==> config.mk <==
export PLATFORM = sky130hd
export DESIGN_NAME = load_store_unit
export DESIGN_NICKNAME = d
export VERILOG_FILES = /design/src/rtl/lsu_pkg.sv /design/src/rtl/lsu_load_align.sv /design/src/rtl/load_store_unit.sv
export SDC_FILE = /design/constraint.sdc
export NUM_CORES = 1
export LEC_CHECK = 0
export ABC_AREA = 0
export CORE_MARGIN = 8
export CORE_UTILIZATION = 40
export CTS_CLUSTER_SIZE = 30
export DETAILED_ROUTE_END_ITERATION = 8
export PLACE_DENSITY = 0.73
export SYNTH_ARGS = -nofsm -noshare
export SYNTH_HDL_FRONTEND = slang
export SYNTH_HIERARCHICAL = 1
export SYNTH_SLANG_ARGS = --single-unit
export TNS_END_PERCENT = 20
==> constraint.sdc <==
create_clock -name clk -period 4.4 [get_ports clk]
set_input_delay 0.88 -clock clk [delete_from_list [all_inputs] [get_ports clk]]
set_output_delay 0.88 -clock clk [all_outputs]
set_load 0.005 [all_outputs]
==> src/rtl/lsu_pkg.sv <==
// Shared types, constants and helpers for the load/store unit.
package lsu_pkg;

   localparam int unsigned XLEN = 32;
   localparam int unsigned BE_W = XLEN / 8;

   // Access size encoding on cpu_rwtype
   localparam logic [1:0] RW_BYTE    = 2'b00;
   localparam logic [1:0] RW_HALF    = 2'b01;
   localparam logic [1:0] RW_WORD    = 2'b10;
   localparam logic [1:0] RW_ILLEGAL = 2'b11;

   // Completion status reported on cpu_err
   localparam logic [1:0] ERR_OK       = 2'b00;
   localparam logic [1:0] ERR_MISALIGN = 2'b01;
   localparam logic [1:0] ERR_TIMEOUT  = 2'b10;
   localparam logic [1:0] ERR_ILLEGAL  = 2'b11;

   typedef enum logic [1:0] {
      ST_IDLE = 2'b00,
      ST_BUS  = 2'b01,
      ST_DONE = 2'b10
   } state_e;

   // Byte enables plus lane-replicated write data for one bus beat
   typedef struct packed {
      logic [BE_W-1:0] be;
      logic [XLEN-1:0] wdata;
   } lane_t;

   // Byte enables from size/offset; write data replicated across lanes, zero for loads
   function automatic lane_t store_lanes(input logic [1:0]      rwtype,
                                         input logic [1:0]      addr_lo,
                                         input logic [XLEN-1:0] wdata,
                                         input logic            wen);
      lane_t l;
      l.be    = '0;
      l.wdata = '0;
      case (rwtype)
         RW_BYTE: begin
            l.be    = 4'b0001 << addr_lo;
            l.wdata = {4{wdata[7:0]}};
         end
         RW_HALF: begin
            l.be    = addr_lo[1] ? 4'b1100 : 4'b0011;
            l.wdata = {2{wdata[15:0]}};
         end
         RW_WORD: begin
            l.be    = 4'b1111;
            l.wdata = wdata;
         end
         default: ;
      endcase
      if (!wen) begin
         l.wdata = '0;
      end
      return l;
   endfunction

   // Half needs addr[0]=0, word needs addr[1:0]=00; bytes are always aligned
   function automatic logic is_misaligned(input logic [1:0] rwtype,
                                          input logic [1:0] addr_lo);
      logic mis;
      mis = 1'b0;
      case (rwtype)
         RW_HALF: mis = addr_lo[0];
         RW_WORD: mis = |addr_lo;
         default: mis = 1'b0;
      endcase
      return mis;
   endfunction

endpackage

==> src/rtl/lsu_load_align.sv <==
// Load data formatting: lane select by address, then sign/zero extension.
module lsu_load_align
   import lsu_pkg::*;
(
   input  logic [XLEN-1:0] rdata_i,
   input  logic [1:0]      addr_lo_i,
   input  logic [1:0]      rwtype_i,
   input  logic            sign_extend_i,
   output logic [XLEN-1:0] load_data_c_o
);

   logic [7:0]  lane_byte;
   logic [15:0] lane_half;

   // Pick the addressed lane and extend it to a full word
   always_comb begin
      lane_byte     = rdata_i[7:0];
      lane_half     = rdata_i[15:0];
      load_data_c_o = rdata_i;

      case (addr_lo_i)
         2'd1:    lane_byte = rdata_i[15:8];
         2'd2:    lane_byte = rdata_i[23:16];
         2'd3:    lane_byte = rdata_i[31:24];
         default: lane_byte = rdata_i[7:0];
      endcase

      if (addr_lo_i[1]) begin
         lane_half = rdata_i[31:16];
      end

      case (rwtype_i)
         RW_BYTE: load_data_c_o = {{24{sign_extend_i & lane_byte[7]}}, lane_byte};
         RW_HALF: load_data_c_o = {{16{sign_extend_i & lane_half[15]}}, lane_half};
         default: load_data_c_o = rdata_i;
      endcase
   end

endmodule

==> src/rtl/load_store_unit.sv <==
// Data-memory initiator: one CPU load/store at a time over a req/ack bus with timeout.
module load_store_unit
   import lsu_pkg::*;
#(
   parameter int unsigned TIMEOUT = 16
) (
   input  logic            clk,
   input  logic            rst,
   input  logic            cpu_valid,
   output logic            cpu_ready,
   input  logic            cpu_wen,
   input  logic [1:0]      cpu_rwtype,
   input  logic [XLEN-1:0] cpu_addr,
   input  logic [XLEN-1:0] cpu_wdata,
   input  logic            cpu_sign_extend,
   output logic            cpu_done,
   output logic [1:0]      cpu_err,
   output logic [XLEN-1:0] cpu_rdata,
   output logic            mem_req,
   output logic            mem_we,
   output logic [XLEN-1:0] mem_addr,
   output logic [BE_W-1:0] mem_be,
   output logic [XLEN-1:0] mem_wdata,
   input  logic            mem_ack,
   input  logic [XLEN-1:0] mem_rdata
);

   localparam int unsigned      CNT_W    = (TIMEOUT > 1) ? $clog2(TIMEOUT) : 1;
   localparam logic [CNT_W-1:0] CNT_LAST = CNT_W'(TIMEOUT - 1);

   state_e           state_q, state_d;
   logic             wen_q, wen_d;
   logic [1:0]       rwtype_q, rwtype_d;
   logic [1:0]       addr_lo_q, addr_lo_d;
   logic             sext_q, sext_d;
   logic [CNT_W-1:0] cnt_q, cnt_d;

   logic             mem_req_q, mem_req_d;
   logic             mem_we_q, mem_we_d;
   logic [XLEN-1:0]  mem_addr_q, mem_addr_d;
   logic [BE_W-1:0]  mem_be_q, mem_be_d;
   logic [XLEN-1:0]  mem_wdata_q, mem_wdata_d;
   logic             cpu_done_q, cpu_done_d;
   logic [1:0]       cpu_err_q, cpu_err_d;
   logic [XLEN-1:0]  cpu_rdata_q, cpu_rdata_d;

   lane_t            lanes_c;
   logic             misalign_c;
   logic [XLEN-1:0]  load_data_c;

   assign lanes_c    = store_lanes(cpu_rwtype, cpu_addr[1:0], cpu_wdata, cpu_wen);
   assign misalign_c = is_misaligned(cpu_rwtype, cpu_addr[1:0]);

   lsu_load_align u_align (
      .rdata_i       (mem_rdata),
      .addr_lo_i     (addr_lo_q),
      .rwtype_i      (rwtype_q),
      .sign_extend_i (sext_q),
      .load_data_c_o (load_data_c)
   );

   // Next-state and registered-output decode
   always_comb begin
      state_d     = state_q;
      wen_d       = wen_q;
      rwtype_d    = rwtype_q;
      addr_lo_d   = addr_lo_q;
      sext_d      = sext_q;
      cnt_d       = cnt_q;
      mem_req_d   = mem_req_q;
      mem_we_d    = mem_we_q;
      mem_addr_d  = mem_addr_q;
      mem_be_d    = mem_be_q;
      mem_wdata_d = mem_wdata_q;
      cpu_done_d  = 1'b0;
      cpu_err_d   = cpu_err_q;
      cpu_rdata_d = cpu_rdata_q;

      case (state_q)
         ST_IDLE: begin
            if (cpu_valid) begin
               wen_d     = cpu_wen;
               rwtype_d  = cpu_rwtype;
               addr_lo_d = cpu_addr[1:0];
               sext_d    = cpu_sign_extend;
               cnt_d     = '0;
               if (cpu_rwtype == RW_ILLEGAL) begin
                  state_d     = ST_DONE;
                  cpu_done_d  = 1'b1;
                  cpu_err_d   = ERR_ILLEGAL;
                  cpu_rdata_d = '0;
               end else if (misalign_c) begin
                  state_d     = ST_DONE;
                  cpu_done_d  = 1'b1;
                  cpu_err_d   = ERR_MISALIGN;
                  cpu_rdata_d = '0;
               end else begin
                  state_d     = ST_BUS;
                  mem_req_d   = 1'b1;
                  mem_we_d    = cpu_wen;
                  mem_addr_d  = {cpu_addr[XLEN-1:2], 2'b00};
                  mem_be_d    = lanes_c.be;
                  mem_wdata_d = lanes_c.wdata;
               end
            end
         end
         ST_BUS: begin
            // An ack in the final allowed cycle still completes successfully
            if (mem_ack) begin
               state_d     = ST_DONE;
               mem_req_d   = 1'b0;
               cpu_done_d  = 1'b1;
               cpu_err_d   = ERR_OK;
               cpu_rdata_d = wen_q ? '0 : load_data_c;
            end else if (cnt_q == CNT_LAST) begin
               state_d     = ST_DONE;
               mem_req_d   = 1'b0;
               cpu_done_d  = 1'b1;
               cpu_err_d   = ERR_TIMEOUT;
               cpu_rdata_d = '0;
            end else begin
               cnt_d = cnt_q + CNT_W'(1);
            end
         end
         ST_DONE: begin
            state_d = ST_IDLE;
         end
         default: begin
            state_d = ST_IDLE;
         end
      endcase
   end

   // State and output registers
   always_ff @(posedge clk or posedge rst) begin
      if (rst) begin
         state_q     <= ST_IDLE;
         wen_q       <= 1'b0;
         rwtype_q    <= RW_BYTE;
         addr_lo_q   <= 2'b00;
         sext_q      <= 1'b0;
         cnt_q       <= '0;
         mem_req_q   <= 1'b0;
         mem_we_q    <= 1'b0;
         mem_addr_q  <= '0;
         mem_be_q    <= '0;
         mem_wdata_q <= '0;
         cpu_done_q  <= 1'b0;
         cpu_err_q   <= ERR_OK;
         cpu_rdata_q <= '0;
      end else begin
         state_q     <= state_d;
         wen_q       <= wen_d;
         rwtype_q    <= rwtype_d;
         addr_lo_q   <= addr_lo_d;
         sext_q      <= sext_d;
         cnt_q       <= cnt_d;
         mem_req_q   <= mem_req_d;
         mem_we_q    <= mem_we_d;
         mem_addr_q  <= mem_addr_d;
         mem_be_q    <= mem_be_d;
         mem_wdata_q <= mem_wdata_d;
         cpu_done_q  <= cpu_done_d;
         cpu_err_q   <= cpu_err_d;
         cpu_rdata_q <= cpu_rdata_d;
      end
   end

   assign cpu_ready = (state_q == ST_IDLE);
   assign cpu_done  = cpu_done_q;
   assign cpu_err   = cpu_err_q;
   assign cpu_rdata = cpu_rdata_q;
   assign mem_req   = mem_req_q;
   assign mem_we    = mem_we_q;
   assign mem_addr  = mem_addr_q;
   assign mem_be    = mem_be_q;
   assign mem_wdata = mem_wdata_q;

endmodule

Word level (Yosys, flattened, before mapping)
Index checks and enable logic that the tools add are counted.

operators by class
  equality and inequality tests = 16
  bitwise gates (word level) = 4
  shift operators = 1
  $add $sub $neg = 1
  reductions and logical operators = 11
  muxes and demuxes = 41

operators by type and width
  operator             number
  $mux 32              7
  $pmux 32 s2          2
  $pmux 36 s3          1
  $pmux 8 s3           1
  $mux 2               9
  $mux 16              1
  $mux 4               4
  $reduce_and 4->1     3
  $mux 1               10
  $ne 2x2->1 const B   5
  $eq 2x1->1 const B   4
  $eq 2x2->1 const B   4
  $pmux 2 s2           2
  $pmux 4 s2           1
  $logic_not 2->1      3
  $pmux 1 s2           3
  $reduce_and 5->1     1
  $add 4x1->4 const B  1
  $eq 4x4->1 const B   1
  $reduce_and 2->1     2
  $shl 1x2->4 const A  1
  $ne 3x1->1 const B   1
  $ne 3x3->1 const B   1
  $and 1x1->1          2
  3 further kinds      4

word-level totals
  output and inout port bits = 106
  bits in registers = 115
  word-level logic and storage cells = 88

Logic depth before layout (Yosys ltp)
Gate-level depths: netlist of run 1.

  depth in word-level cells = 7
  gate-level depth with buffers = 8

Hierarchy
Netlist of run 1, hierarchy kept.

modules (own cells, without submodules)
  module           area each (µm²)  seq. area each (µm²)  cells each  times used
  load_store_unit  4843.4           2877.8                412         1
  lsu_load_align   1023.5           0.0                   133         1

Worst setup path before layout of run 1
OpenSTA, ideal clock, no wires.

  path type = input to register
  from = input cpu_rwtype[0]
  to = register mem_addr_q[10] (netlist: mem_addr[10])
  stages = 6
  slack = 1.917 ns
  required time = 4.275 ns
  data arrival time = 2.358 ns
  buffers on the path = 2
  path through = ha_1 or4b_1 a21o_1 buf_6 buf_6 mux2_4

on the way
  longest elaborated chain between the ends = 4

ends and longest elaborated chain
  item                                             RTL line                source
  start, declared                                  load_store_unit.sv:12   input logic [1:0] cpu_rwtype,
  $eq 2x2->1 / $eq 2x1->1 (equally long branches)  lsu_pkg.sv:65           case (rwtype)
  $pmux 1 s2                                       lsu_pkg.sv:65
  $not 1->1 (no line)                              --
  $reduce_and 4->1 (no line) *                     --
  end signal, assigned                             load_store_unit.sv:160  mem_addr_q <= mem_addr_d;
  end, declared                                    load_store_unit.sv:40   logic [XLEN-1:0] mem_addr_q, mem_addr_d;

Mark *: on every way between the ends. The rest lies on a longest branch, timed or not.
A chain may end at the register's enable or synchronous reset.

Worst setup path in the final report of run 1
  from = input cpu_rwtype[1]
  to = register mem_wdata_q[0] (netlist: mem_wdata[0])

on the way
  longest elaborated chain between the ends = 4

ends and longest elaborated chain
  item                                             RTL line                      source
  $eq 2x2->1 / $eq 2x1->1 (equally long branches)  lsu_pkg.sv:39, lsu_pkg.sv:65
  $pmux 1 s2                                       lsu_pkg.sv:65
  $not 1->1 (no line)                              --
  $reduce_and 4->1 (no line)                       --
  end signal, assigned                             load_store_unit.sv:162        mem_wdata_q <= mem_wdata_d;
  end, declared                                    load_store_unit.sv:42         logic [XLEN-1:0] mem_wdata_q, mem_wdata_d;

Several ways; a longest one is shown, not always the timed one.

==> key figures, run 1 <==
Run status
  • Outcome: completed

Timing
  • Relative slew slack: 34.3%
  • Final setup violation count: 0
  • Fin crit share: 71.8%
  • Clock skew: 0.00850 ns
  • Worst-Margin Slew: 0.985 ns
  • Hold Vio Cnt, Final: 0
  • RSZ-0062 raised after global routing: false
  • Max Clk Rate: about 320 MHz
  • Fin worst setup slack: 1.24 ns
  • Count of pins over their slew limit: 0
  • Clock period minus final worst setup slack: 3.16 ns
  • Summed negative setup slack over all endpoints: 0 ns

Clocking
  • Count of clock tree sinks: 115
  • Level count of the clock H-tree: 4
  • Number of buffers created by CTS: 17
  • Max Root-Sink Buffers: 2
  • Number of cells upsized or downsized after cts: 0
  • Insertion delay to the later sink of the worst-skew pair: between 0.4 and 0.5 ns
  • Clock transition at the register clock pins on the worst setup and hold paths after CTS: around 0.05 ns
  • Clock tree from TritonCTS: done
  • Buffer count from post-CTS setup fixing: 0
  • CTS hold repair buffers: 0
  • Clock tree root driver cell: sky130_fd_sc_hd__clkbuf_16

Global route
  • First-pass GRT wire length: 28800 um
  • Number of antenna violations at the first check in global routing: 0
  • Maximum number of pins on one net before global-route repair: just under 80
  • Total GRT Usage: 19.9%
  • Vias in the first global route: between 5000 and 6000
  • Total global routing overflow: 0

Floorplan
  • # rows: 44
  • Overall die area: 18800 um^2
  • DIE HEIGHT: 137 um
  • Boundary Pins: 210
  • Initial core utilization: 40.7%
  • Total core area: 14400 um^2
  • DIE WIDTH: between 100 and 150 um

Logic synthesis
  • Cell area after technology mapping: 5870 um^2
  • Total of flip-flops plus latches after synthesis: 115
  • Synth area leaders: sky130_fd_sc_hd__dfrtp_1 49%, sky130_fd_sc_hd__a22o_1 7.2%, sky130_fd_sc_hd__nand2_1 6.4%, sky130_fd_sc_hd__mux2_4 4.9%, sky130_fd_sc_hd__o21ai_0 3.5%
  • Seq/Total Area, Yosys: roughly half
  • Distinct cells, synth: 45
  • Number of warnings printed during yosys synthesis: 6
  • Fraction of synthesized cell area taken by the top area cell type: 49.1%
  • Library cell with the largest summed area after synthesis: sky130_fd_sc_hd__dfrtp_1
  • Average cell area after synthesis: 10.8 um^2
  • Number of standard cells after synthesis: 545

Route
  • Count of TritonRoute iterations in the first routing pass: 6
  • Met2 wire len: approximately 9000 um
  • Met1 Wirelength: around 7600 um
  • Final ANT Viol Nets: 0
  • Detailed router's first-iteration violation count: ~450
  • Vias per std cell: between 5 and 6
  • Total number of vias: 5127
  • Met3 wire length: 1720 um
  • Wire length per cell: roughly 20 um
  • Wire length reported by the detailed router: 18700 um
  • Uppermost layer routed: met4
  • DRC errors left: 0

Pwr
  • Total power density per cell area: 600 nW/um^2
  • Share of total power in the clock network: 25.9%
  • Maximum ir drop on the vdd rail: 310 uV
  • Cell-internal power: 3.54 mW
  • Fraction of power spent switching nets: between 30% and 40%
  • LEAKAGE: 3.68 nW
  • Flop pwr share: approximately 33%
  • Combinational share of power: 40.6%
  • Switching power of the nets: 1.59 mW

Hold path
  • Beginning of the worst hold path: mem_wdata[21]
  • Hold Path Sink: mem_wdata[21]
  • Hold/Removal Path Class: reg2reg
  • Number of cells on the worst hold path: 2

Worst setup path
  • Crit-path cells: clkdlybuf4s50_1, inv_1, ha_1, o21a_1, a21o_4, buf_4, o21ai_0
  • Slowest cell delay on critical path: 0.70 ns
  • Number of cells on the worst reg-to-reg path: 5
  • Required time at the endpoint of the critical path: approximately 4.7 ns
  • Critical path capture point type: flop
  • Family with the most delay on the worst path: compound AO/OA/AOI/OAI gates
  • Worst EP arrival: ~3.4 ns
  • Launching element type of the critical path: primary input
  • Maximum fanout along the worst path: 77
  • Start-to-end type of the worst setup path: in2reg
  • Register-to-Register Setup Slack: 1.91 ns
  • FF-to-FF End: cpu_rdata[15]
  • Cell with the largest stage delay on the worst path: sky130_fd_sc_hd__a21o_4
  • CP Buf/Inv Count: 3
  • Crit Reg-Reg Startpoint: rwtype_q[1]

Cells and area
  • Synthesis-to-layout area growth: 45.7%
  • Layout cells sized above 1: 12.9%
  • Final core utilization: ~59%
  • Final net count: 840
  • Diodes inserted: 0

Place
  • HPWL after detailed placement: 13500 um
  • Count of input and output buffers: 207
  • Weighted congestion at the end of routability-driven global placement: 0.911
  • Pre-CTS setup slack: 0.831 ns

Flow run
  • Number of maximum-capacitance constraint violations: 0
stage by stage:
| step | area [um^2] | instances | power [mW] | hold WS [ns] |
|---|---|---|---|---|
| after floorplan | 5870 | 546 | 2.75 | 0.445 |
| after global placement | 7980 | 896 | 3.75 | 0.467 |
| after detailed placement | 7980 | 896 | 3.81 | 0.473 |
| after CTS | 8550 | 927 | 5.17 | 0.485 |
| after global routing | 8550 | 927 | 5.41 | 0.507 |
| final | 8550 | 927 | 5.13 | 0.478 |
state kept, by name, indices dropped and copies added, names as in the netlist, 2 cells and up:
register	count
cpu_rdata	32
mem_wdata	32
mem_addr	30
cnt_q	4
mem_be	4
addr_lo_q	2
cpu_err	2
rwtype_q	2
state_q	2
routing by layer:
| layer | GRT usage [%] | up-vias |
|---|---|---|
| met2 | 31.4 | 286 |
| met3 | 5.36 | 31 |
| li1 | - | 2332 |
| met4 | 9.78 | 0 |
| met1 | 24.6 | 2478 |
| met5 | 0 | - |
layout by cell type, fill, tap and decap left out, types with 2 or more instances in the layout:
master and n:
sky130_fd_sc_hd__clkdlybuf4s50_1 207, sky130_fd_sc_hd__dfrtp_1 115, sky130_fd_sc_hd__nand2_1 100, sky130_fd_sc_hd__a22o_1 48, sky130_fd_sc_hd__o21ai_0 41, sky130_fd_sc_hd__mux2_4 19
sky130_fd_sc_hd__nor2b_1 18, sky130_fd_sc_hd__clkbuf_16 17, sky130_fd_sc_hd__a21oi_1 15, sky130_fd_sc_hd__mux2_2 15, sky130_fd_sc_hd__nor2_1 12, sky130_fd_sc_hd__nand2b_1 10
sky130_fd_sc_hd__o211ai_2 10, sky130_fd_sc_hd__inv_1 9, sky130_fd_sc_hd__a222oi_1 8, sky130_fd_sc_hd__a211oi_1 8, sky130_fd_sc_hd__buf_4 7, sky130_fd_sc_hd__o211ai_1 7
sky130_fd_sc_hd__o22ai_1 7, sky130_fd_sc_hd__mux4_2 7, sky130_fd_sc_hd__clkbuf_1 6, sky130_fd_sc_hd__ha_1 5, sky130_fd_sc_hd__o221ai_1 5, sky130_fd_sc_hd__o21a_1 4
sky130_fd_sc_hd__a21o_1 3, sky130_fd_sc_hd__nand3_1 3, sky130_fd_sc_hd__or2_2 3, sky130_fd_sc_hd__clkinv_2 3, sky130_fd_sc_hd__clkbuf_8 3, sky130_fd_sc_hd__o221ai_2 3
sky130_fd_sc_hd__nor3_1 2, sky130_fd_sc_hd__conb_1 2, sky130_fd_sc_hd__bufinv_16 2
area by class of cell:
cell class / count / area [um^2]
fill: 1172 / 5880
sequential: 115 / 2880
multi-input combinational: 372 / 2690
timing repair buffer: 215 / 2140
clock buffer: 26 / 489
tap: 184 / 230
clock inverter: 5 / 75.1
inverter: 10 / 40.0
cells by family (layout without fill, tap and decap cells):
| family | count (synthesis) | in the layout | share of synthesized area [%] |
|---|---|---|---|
| buffers and inverters | 59 | 256 | 5.31 |
| flip-flops | 115 | 115 | 49.1 |
| adder cells (fa/ha/maj) | 5 | 5 | 1.07 |
| AND/OR/NAND/NOR | 158 | 158 | 12.2 |
| multiplexers | 42 | 42 | 10.6 |
| XOR/XNOR | 1 | 1 | 0.149 |
| other | 1 | 2 | 0.0639 |
| AO/OA/AOI/OAI | 164 | 164 | 21.6 |
worst max-delay path by stage:
stage	from	cells past startpoint	endpoint	slack, ns
CTS	cpu_rwtype[1]	7	mem_wdata[0]	1.28
detailed placement	cpu_rwtype[1]	7	mem_wdata[0]	0.83
global route	cpu_rwtype[1]	8	mem_wdata[12]	1.07
global placement	cpu_rwtype[1]	7	mem_wdata[12]	1.0
finish	cpu_rwtype[1]	7	mem_wdata[0]	1.24
floorplan	rst	1	addr_lo_q[0]	0.48
worst min-delay path: stages (launching register included):
cell and delay (ns):
sky130_fd_sc_hd__dfrtp_1 0.33, sky130_fd_sc_hd__nand2_1 0.05, sky130_fd_sc_hd__o21ai_0 0.06
Yosys cell counts, drive strengths merged:
cell type and number:
dfrtp 115, nand2 100, a22o 48, o21ai 41
mux2 34, clkbuf 27, buf 22, nor2b 18
o211ai 17, a21oi 15, nor2 13, nand2b 11
inv 10, a211oi 8, a222oi 8, o221ai 8
mux4 7, o22ai 7, ha 5, a21o 4
o21a 4, nand3 3, or2 3, nor3 2
a21boi 1, a32oi 1, and2 1, and3 1
conb 1, mux2i 1, nand3b 1, nand4 1
nand4b 1, nor3b 1, o21ba 1, o311ai 1
or3 1, or4b 1, xor2 1
power groups by stage:
| stage | sequential (mW) | clock, mW | combinational, mW |
|---|---|---|---|
| floorplan | 1.69 | 0 | 1.07 |
| global placement | 1.71 | 0 | 2.05 |
| detailed placement | 1.72 | 0 | 2.09 |
| CTS | 1.72 | 1.35 | 2.10 |
| global route | 1.76 | 1.40 | 2.25 |
| finish | 1.72 | 1.33 | 2.08 |
(Power assumes the default switching activity.)
==> inputs of run 2 (changes only) <==
==> constraint.sdc (replaced) <==
create_clock -name clk -period 3 [get_ports clk]
set_input_delay 0.6 -clock clk [delete_from_list [all_inputs] [get_ports clk]]
set_output_delay 0.6 -clock clk [all_outputs]
set_load 0.005 [all_outputs]
==> key figures, run 2 (synthesis gave the netlist of run 1 again) <==
Floorplan
  • Boundary Pins: 210
  • Total core area: between 10000 and 15000 um^2
  • DIE HEIGHT: 137 um
  • Initial core utilization: 40.7%
  • DIE WIDTH: 137 um
  • # rows: 44
  • Overall die area: 18800 um^2

Global route
  • First-pass GRT wire length: ~30000 um
  • Maximum number of pins on one net before global-route repair: 68
  • Total global routing overflow: 0
  • Total GRT Usage: 20.1%
  • Number of antenna violations at the first check in global routing: 0
  • Vias in the first global route: 5362

Pwr
  • Total power density per cell area: 892 nW/um^2
  • Fraction of power spent switching nets: 30.3%
  • Combinational share of power: 39.5%
  • Cell-internal power: 5.42 mW
  • Share of total power in the clock network: 27.8%
  • LEAKAGE: 3.75 nW
  • Maximum ir drop on the vdd rail: 449 uV
  • Switching power of the nets: 2.36 mW
  • Flop pwr share: between 30% and 40%

Run status
  • Outcome: completed

Cells and area
  • Leading cell types in the layout, fill and taps excluded: 207 x sky130_fd_sc_hd__clkdlybuf4s50_1, 115 x sky130_fd_sc_hd__dfrtp_1, 100 x sky130_fd_sc_hd__nand2_1
  • Filler instances: 1149
  • Synthesis-to-layout area growth: 48.7%
  • Final net count: ~850
  • Most common library cell in the layout ignoring fill and taps: sky130_fd_sc_hd__clkdlybuf4s50_1
  • Final core utilization: between 60% and 70%
  • Layout cells sized above 1: 14.1%

Clocking
  • Max Root-Sink Buffers: 2
  • Buffer count from post-CTS setup fixing: 0
  • Insertion delay to the later sink of the worst-skew pair: 0.41 ns
  • Level count of the clock H-tree: 4
  • Count of clock tree sinks: about 120
  • Clock transition at the register clock pins on the worst setup and hold paths after CTS: 0.05 ns
  • Number of buffers created by CTS: 17
  • CTS hold repair buffers: 0
  • Number of cells upsized or downsized after cts: 0
  • Clock tree from TritonCTS: done
  • Clock tree root driver cell: sky130_fd_sc_hd__clkbuf_16

Worst setup path
  • Crit-path cells: clkdlybuf4s50_1, ha_1, or4b_1, a21o_4, buf_12, mux2_2
  • Worst EP arrival: 2.71 ns
  • Slowest cell delay on critical path: 0.56 ns
  • Required time at the endpoint of the critical path: 3.29 ns
  • Launching element type of the critical path: primary input
  • Maximum fanout along the worst path: 67
  • Number of cells on the worst reg-to-reg path: 4
  • Register-to-Register Setup Slack: around 0.8 ns
  • Critical path capture point type: flop
  • FF-to-FF End: cpu_rdata[16]
  • Start-to-end type of the worst setup path: in2reg
  • Crit Reg-Reg Startpoint: rwtype_q[0]
  • Cell with the largest stage delay on the worst path: sky130_fd_sc_hd__or4b_1

Timing
  • Summed negative setup slack over all endpoints: 0 ns
  • Final setup violation count: 0
  • Clock skew: 0.00599 ns
  • Fin worst setup slack: 0.580 ns
  • Count of pins over their slew limit: 0
  • Relative slew slack: 51.9%
  • Clock period minus final worst setup slack: 2.42 ns
  • RSZ-0062 raised after global routing: false
  • Max Clk Rate: 413 MHz
  • Hold Vio Cnt, Final: 0
  • Fin crit share: about four fifths
  • Worst-Margin Slew: roughly 0.72 ns

Hold path
  • Number of cells on the worst hold path: 2
  • Beginning of the worst hold path: mem_wdata[29]
  • Hold/Removal Path Class: reg2reg
  • Hold Path Sink: mem_wdata[29]

Route
  • Vias per std cell: ~5.5
  • DRC errors left: 0
  • Wire length per cell: 19.8 um
  • Total number of vias: 5137
  • Count of TritonRoute iterations in the first routing pass: 5
  • Detailed router's first-iteration violation count: between 400 and 500
  • Wire length reported by the detailed router: roughly 18000 um
  • Final ANT Viol Nets: 0

Place
  • Pre-CTS setup slack: 0.167 ns
  • Count of input and output buffers: 207
  • HPWL after detailed placement: 13700 um
  • Weighted congestion at the end of routability-driven global placement: 0.924

Flow run
  • Number of maximum-capacitance constraint violations: 0
==> run 2: cell types whose count changed in the layout (fill, tap and decap cells not counted) <==
cell / previous run / this run
sky130_fd_sc_hd__buf_12: 1 / 5
sky130_fd_sc_hd__clkinvlp_4: 0 / 4
sky130_fd_sc_hd__clkbuf_1: 6 / 3
sky130_fd_sc_hd__buf_4: 7 / 9
sky130_fd_sc_hd__bufinv_16: 2 / 4
sky130_fd_sc_hd__clkinv_2: 3 / 1
sky130_fd_sc_hd__clkbuf_8: 3 / 4
sky130_fd_sc_hd__diode_2: 0 / 1
sky130_fd_sc_hd__inv_4: 1 / 0
==> run 2: power by group through the flow <==
| stage | clock network, mW | registers [mW] | logic (mW) |
|---|---|---|---|
| 2_1_floorplan | 0 | 2.47 | 1.57 |
| 3_3_place_gp | 0 | 2.54 | 3.02 |
| 3_5_place_dp | 0 | 2.56 | 3.09 |
| 4_1_cts | 2.20 | 2.55 | 3.11 |
| 5_1_grt | 2.28 | 2.62 | 3.31 |
| 6_report | 2.17 | 2.54 | 3.07 |
==> run 2: stage by stage <==
| step | power [mW] | cell area (um^2) | hold WS, ns | instances |
|---|---|---|---|---|
| 2_1_floorplan | 4.04 | 5870 | 0.445 | 546 |
| 3_3_place_gp | 5.56 | 8080 | 0.463 | 902 |
| 3_5_place_dp | 5.65 | 8080 | 0.474 | 902 |
| 4_1_cts | 7.86 | 8720 | 0.488 | 934 |
| 5_1_grt | 8.20 | 8720 | 0.498 | 934 |
| 6_report | 7.78 | 8720 | 0.481 | 935 |
==> run 2: worst max path at each step <==
stage / startpoint / endpoint / slack, ns / cells after the start
floorplan: cpu_rwtype[0] / mem_addr[10] / 0.80 / 6
finish: cpu_rwtype[0] / mem_addr[28] / 0.58 / 6
global placement: cpu_rwtype[0] / mem_be[0] / 0.25 / 6
global route: cpu_rwtype[0] / mem_addr[21] / 0.50 / 6
detailed placement: cpu_rwtype[0] / mem_be[0] / 0.17 / 6
CTS: cpu_rwtype[0] / mem_addr[28] / 0.60 / 6
==> run 2: cell type report <==
| class | instances | area, um^2 | area share (%) |
|---|---|---|---|
| Clock buffer | 24 | 492 | 5.64 |
| Multi-Input combinational cell | 372 | 2690 | 30.9 |
| Timing Repair Buffer | 221 | 2240 | 25.7 |
| Antenna cell | 1 | 2.50 | 0.0287 |
| Sequential cell | 115 | 2880 | 33.0 |
| Inverter | 10 | 41.3 | 0.473 |
| Tap cell | 184 | 230 | 2.64 |
| Clock inverter | 8 | 148 | 1.69 |
==> run 2: worst max-delay path: cells and delay by family <==
family,cells,cell delay [ns]
buf+inv,2,0.67
simple gates,1,0.56
mux,1,0.31
compound gates,1,0.29
fa+ha+maj,1,0.26
==> run 2: metal layers <==
metal / GRT usage (%) / vias to the layer above / part of all wire, %
li1: - / 2349 / -
met1: 24.3 / 2480 / 38
met2: 33.1 / 273 / 49
met3: 5.98 / 35 / 10
met4: 7.42 / 0 / 2.2
met5: 0 / - / 0
